==> config.mk <==
export PLATFORM = sky130hd
export DESIGN_NAME = cobra_mem_arbiter
export DESIGN_NICKNAME = d
export VERILOG_FILES = /design/src/rtl/cobra_mem_arbiter.sv
export SDC_FILE = /design/constraint.sdc
export NUM_CORES = 1
export LEC_CHECK = 0
export CAP_MARGIN = 5
export CORE_UTILIZATION = 40
export CTS_BUF_LIST = sky130_fd_sc_hd__clkbuf_8
export DETAILED_ROUTE_END_ITERATION = 16
export GPL_TIMING_DRIVEN = 0
export PLACE_DENSITY = 0.74
export SLEW_MARGIN = 20
export SYNTH_ARGS = -nofsm -noshare
export SYNTH_HDL_FRONTEND = slang
export SYNTH_SLANG_ARGS = --single-unit
==> constraint.sdc <==
create_clock -name clk -period 3.3 [get_ports clk]
set_clock_uncertainty 0.15 [all_clocks]
set_input_delay 0.495 -clock clk [delete_from_list [all_inputs] [get_ports clk]]
set_output_delay 0.495 -clock clk [all_outputs]
set_load 0.005 [all_outputs]
==> src/rtl/cobra_mem_arbiter.sv <==
// rtl/cobra_mem_arbiter.sv - CPU/video arbiter for the shared single-port system RAM
// Optional wait-cycle statistics counter enabled by defining COBRA_ARB_STATS_EN.
module cobra_mem_arbiter #(
    parameter int ADDR_W         = 16,
    parameter int DATA_W         = 8,
    parameter int MAX_VID_STREAK = 4
) (
    input  logic              clk,
    input  logic              reset,
    input  logic              cpu_req,
    input  logic              cpu_we,
    input  logic [ADDR_W-1:0] cpu_addr,
    input  logic [DATA_W-1:0] cpu_wdata,
    output logic [DATA_W-1:0] cpu_rdata,
    output logic              cpu_ack,
    output logic              cpu_wait_n,
    input  logic              vid_req,
    input  logic [ADDR_W-1:0] vid_addr,
    output logic [DATA_W-1:0] vid_rdata,
    output logic              vid_ack,
`ifdef COBRA_ARB_STATS_EN
    input  logic              stat_clr,
    output logic [15:0]       stat_wait_cnt,
`endif
    output logic              ram_en,
    output logic              ram_we,
    output logic [ADDR_W-1:0] ram_addr,
    output logic [DATA_W-1:0] ram_wdata,
    input  logic [DATA_W-1:0] ram_rdata
);

    localparam int SW = $clog2(MAX_VID_STREAK + 1);
    localparam logic [SW-1:0] MAX_S = SW'(MAX_VID_STREAK);

    typedef enum logic [1:0] {
        S_IDLE,
        S_ACC,
        S_DONE
    } state_t;

    state_t            state_q, state_d;
    logic              own_cpu_q, own_cpu_d;
    logic              we_q, we_d;
    logic [SW-1:0]     streak_q, streak_d;
    logic              ram_en_q, ram_en_d;
    logic              ram_we_q, ram_we_d;
    logic [ADDR_W-1:0] ram_addr_q, ram_addr_d;
    logic [DATA_W-1:0] ram_wdata_q, ram_wdata_d;
    logic [DATA_W-1:0] cpu_rdata_q, cpu_rdata_d;
    logic [DATA_W-1:0] vid_rdata_q, vid_rdata_d;
    logic              grant_vid;

    // Video wins unless it has starved a waiting CPU for a full streak.
    assign grant_vid = vid_req & (~cpu_req | (streak_q < MAX_S));

    always_comb begin
        state_d     = state_q;
        own_cpu_d   = own_cpu_q;
        we_d        = we_q;
        streak_d    = streak_q;
        ram_en_d    = 1'b0;
        ram_we_d    = 1'b0;
        ram_addr_d  = ram_addr_q;
        ram_wdata_d = ram_wdata_q;
        cpu_rdata_d = cpu_rdata_q;
        vid_rdata_d = vid_rdata_q;
        case (state_q)
            S_IDLE: begin
                if (vid_req || cpu_req) begin
                    state_d  = S_ACC;
                    ram_en_d = 1'b1;
                    if (grant_vid) begin
                        own_cpu_d  = 1'b0;
                        we_d       = 1'b0;
                        ram_addr_d = vid_addr;
                        streak_d   = (streak_q == MAX_S) ? streak_q : streak_q + SW'(1);
                    end else begin
                        own_cpu_d   = 1'b1;
                        we_d        = cpu_we;
                        ram_we_d    = cpu_we;
                        ram_addr_d  = cpu_addr;
                        ram_wdata_d = cpu_wdata;
                        streak_d    = '0;
                    end
                end
            end
            S_ACC: begin
                state_d = S_DONE;
            end
            S_DONE: begin
                state_d = S_IDLE;
                if (!we_q) begin
                    if (own_cpu_q) begin
                        cpu_rdata_d = ram_rdata;
                    end else begin
                        vid_rdata_d = ram_rdata;
                    end
                end
            end
            default: begin
                state_d = S_IDLE;
            end
        endcase
    end

    always_ff @(posedge clk) begin
        if (reset) begin
            state_q     <= S_IDLE;
            own_cpu_q   <= 1'b0;
            we_q        <= 1'b0;
            streak_q    <= '0;
            ram_en_q    <= 1'b0;
            ram_we_q    <= 1'b0;
            ram_addr_q  <= '0;
            ram_wdata_q <= '0;
            cpu_rdata_q <= '0;
            vid_rdata_q <= '0;
        end else begin
            state_q     <= state_d;
            own_cpu_q   <= own_cpu_d;
            we_q        <= we_d;
            streak_q    <= streak_d;
            ram_en_q    <= ram_en_d;
            ram_we_q    <= ram_we_d;
            ram_addr_q  <= ram_addr_d;
            ram_wdata_q <= ram_wdata_d;
            cpu_rdata_q <= cpu_rdata_d;
            vid_rdata_q <= vid_rdata_d;
        end
    end

    assign cpu_ack    = (state_q == S_DONE) & own_cpu_q;
    assign vid_ack    = (state_q == S_DONE) & ~own_cpu_q;
    // Read data is forwarded straight from the RAM in the ack cycle, then held.
    assign cpu_rdata  = (cpu_ack & ~we_q) ? ram_rdata : cpu_rdata_q;
    assign vid_rdata  = vid_ack ? ram_rdata : vid_rdata_q;
    assign cpu_wait_n = reset | ~(cpu_req & ~cpu_ack);

    assign ram_en    = ram_en_q;
    assign ram_we    = ram_we_q;
    assign ram_addr  = ram_addr_q;
    assign ram_wdata = ram_wdata_q;

`ifdef COBRA_ARB_STATS_EN
    logic [15:0] wait_cnt_q;

    always_ff @(posedge clk) begin
        if (reset || stat_clr) begin
            wait_cnt_q <= '0;
        end else if (!cpu_wait_n && (wait_cnt_q != 16'hFFFF)) begin
            wait_cnt_q <= wait_cnt_q + 16'd1;
        end
    end

    assign stat_wait_cnt = wait_cnt_q;
`endif

endmodule

==> reports/qor.csv <==
metric,value,unit
netlist_area,2313,um2
synth-edff-count,0,
seq_area_frac_synth,0.4240,
cpPeakStageDelay,0.49,ns
cts_hold_buffers,0,
worstSetupPathType,primary input to output port,
synthCells,226,
run_status,"complete, no violations",
grt_pass1_wl,8921,um
tritoncts,yes,
clock.fmax,362.3,MHz
synth_cell_types,38,
setup_tns,0,ns
post_cts_buffers,0,
cts.sinks,49,
post_drt_wl_per_cell,13.10,um
slew_headroom,0.5125,
cts-resized-gates,0,
ys_seq_elements,49,
core,5540,um2
cts_root_buffer,clkbuf_8,
drc,0,
combPwrFrac,0.212,
dieArea,6092,um2
fin_nets,385,
slew_violations,0,
cts_buffers,5,
switching_share,0.2349,
fin_crit_sh,0.8364,
place.gp.congestion,0.7796,
die_w,78.05,um
finalSetupViolations,0,
endpoint_kind,output port,
drt_iter0_drc,60,
dp_hpwl,3828,um
rsz0062_at_grt,false,
async_flop_share,0,
area_growth,51.65,%
hold_viol_final,0,
clk_pin_slew,0.08,ns
crit_family,buffers and inverters,
required,2.65,ns
avgSynthCellArea,10.24,um2
p_sw,343.9,uW
grt_max_degree,16,
syn_nets,281,
grt-ovfl-total,0,
crit_buf_inv,3,
h-tree-depth,2,
ant_nets,0,
cp-start-kind,primary input,
io_pins,98,
crit_fanout,10,
worstSkewPairLatency,0.30,ns
arrival,2.12,ns
die_height,78.05,um
start_util,0.4176,
seqPwrFrac,0.446,
clkPwrFrac,0.342,
routed_wl,5281,um
antenna_found_initial,0,
vias_per_cell,4.836,
place_ws,0.5146,ns
num_antenna_cells,0,
grt_pass1_vias,1949,
critPathSlowestCell,or3b_2,
synth_flop_cell,dfxtp_1,
post-route-min-period,2.760,ns
powerDensity,417.2,nW/um2
cpMostUsedCell,clkdlybuf4s50_1,
hold_path_class,register to register,
leakage,1.322,nW
numPortBuffers,97,
finalPower,1.464,mW
worstMarginPinSlew,0.7294,ns
setup_ws,0.5398,ns
dr.pass1.iters,4,
yosysWarnings,0,
cap_viol_max_count,0,
drive_above_1_share,0.1450,
vdd_ir_drop_max,0.0001941,V
num_vias,1949,
path_cells,clkdlybuf4s50_1 > clkbuf_1 > or3b_2 > clkdlybuf4s50_1,
num_rows,27,
p_int,1.120,mW
clk_path_buf_depth,2,
grt_usage,0.1834,
holdWs,0.3074,ns
-- cell families after synthesis --
logic type | share of synthesized area
AO/OA/AOI/OAI | 0.1531
adder cells (fa/ha/maj) | 0.01081
buffers and inverters | 0.05138
flip-flops | 0.4240
multiplexers | 0.1947
AND/OR/NAND/NOR | 0.1660
-- Yosys cell counts (all sizes together), types with 2 or more instances --
master   n  area [um2]
nor3b    2       15.01
inv      2       7.510
or2      2       12.51
buf     10       85.08
a21oi   27       135.1
clkbuf   7       26.28
o21ai    3       15.01
nor4b    2       23.77
nand3b   2       15.01
a211oi  17       162.6
mux2    16       210.2
nand2b  16       100.1
nor2     5       26.27
nand2   18       67.56
ha       2       25.02
nor2b    8       50.05
mux2i   24       240.2
a31oi    2       12.51
dfxtp   49       980.9
-- sequential cells by signal, indices dropped and copies added, names as in the netlist --
| signal | count |
|---|---|
| own_cpu_q | 1 |
| cpu_rdata_q | 8 |
| ram_en | 1 |
| ram_wdata | 8 |
| we_q | 1 |
| vid_rdata_q | 8 |
| streak_q | 3 |
| state_q | 2 |
| ram_addr | 16 |
| ram_we | 1 |
-- layout make-up --
type / count / area [um2]
Fill cell: 478 / 2032
Multi-Input combinational cell: 158 / 1214
Sequential cell: 49 / 980.9
Timing Repair Buffer: 97 / 970.9
Buffer: 17 / 111.4
Tap cell: 72 / 90.09
Clock buffer: 5 / 68.82
Clock inverter: 3 / 65.06
Inverter: 2 / 7.507
-- layer usage --
metal | wire length [um] | vias to the layer above | global-route usage
met2 | 2398 | 74 | 0.2982
li1 | - | 1009 | -
met5 | 0 | - | 0
met1 | 2406 | 858 | 0.2313
met4 | 75 | 0 | 0.05000
met3 | 401 | 8 | 0.06163
-- power groups by stage --
| stage | logic (mW) | registers (mW) | clock network (mW) |
|---|---|---|---|
| after global routing | 0.340 | 0.659 | 0.539 |
| after floorplan | 0.142 | 0.666 | 0 |
| after CTS | 0.314 | 0.654 | 0.511 |
| after global placement | 0.309 | 0.666 | 0 |
| final | 0.310 | 0.653 | 0.501 |
| after detailed placement | 0.311 | 0.666 | 0 |
-- through the flow --
step	area, um2	utilization	cells
6_report	3508	0.6332	403
5_1_grt	3508	0.6332	403
4_1_cts	3508	0.6332	403
3_5_place_dp	3374	0.6091	395
3_3_place_gp	3374	0.6091	395
2_1_floorplan	2313	-	226
-- cells in the final DEF, fill, tap and decap left out, drive strengths merged, types with 2 or more instances in the layout --
master	n
nand3b	2
nor3b	2
nand2	18
nor2	5
dfxtp	49
inv	2
a31oi	2
clkdlybuf4s50	97
mux2i	24
mux2	16
ha	2
or2	2
o21ai	3
nand2b	16
buf	10
nor4b	2
clkbuf	12
a211oi	17
bufinv	2
a21oi	27
nor2b	8
-- worst paths after layout --
check | from | end | slack [ns] | cells past startpoint
min reg2reg | vid_rdata_q[4] | vid_rdata_q[4] | 0.31 | 2
max reg2reg | state_q[0] | streak_q[2] | 1.67 | 4
min | vid_rdata_q[4] | vid_rdata_q[4] | 0.31 | 2
max | reset | cpu_wait_n | 0.54 | 4
-- tightest hold or removal path: cells and delay by family (launching register included) --
kind / cells / cell delay [ns]
AOI/OAI and AO/OA: 1 / 0.05
and+or+nand+nor: 1 / 0.05
DFF: 1 / 0.31
(Power assumes the default switching activity.)
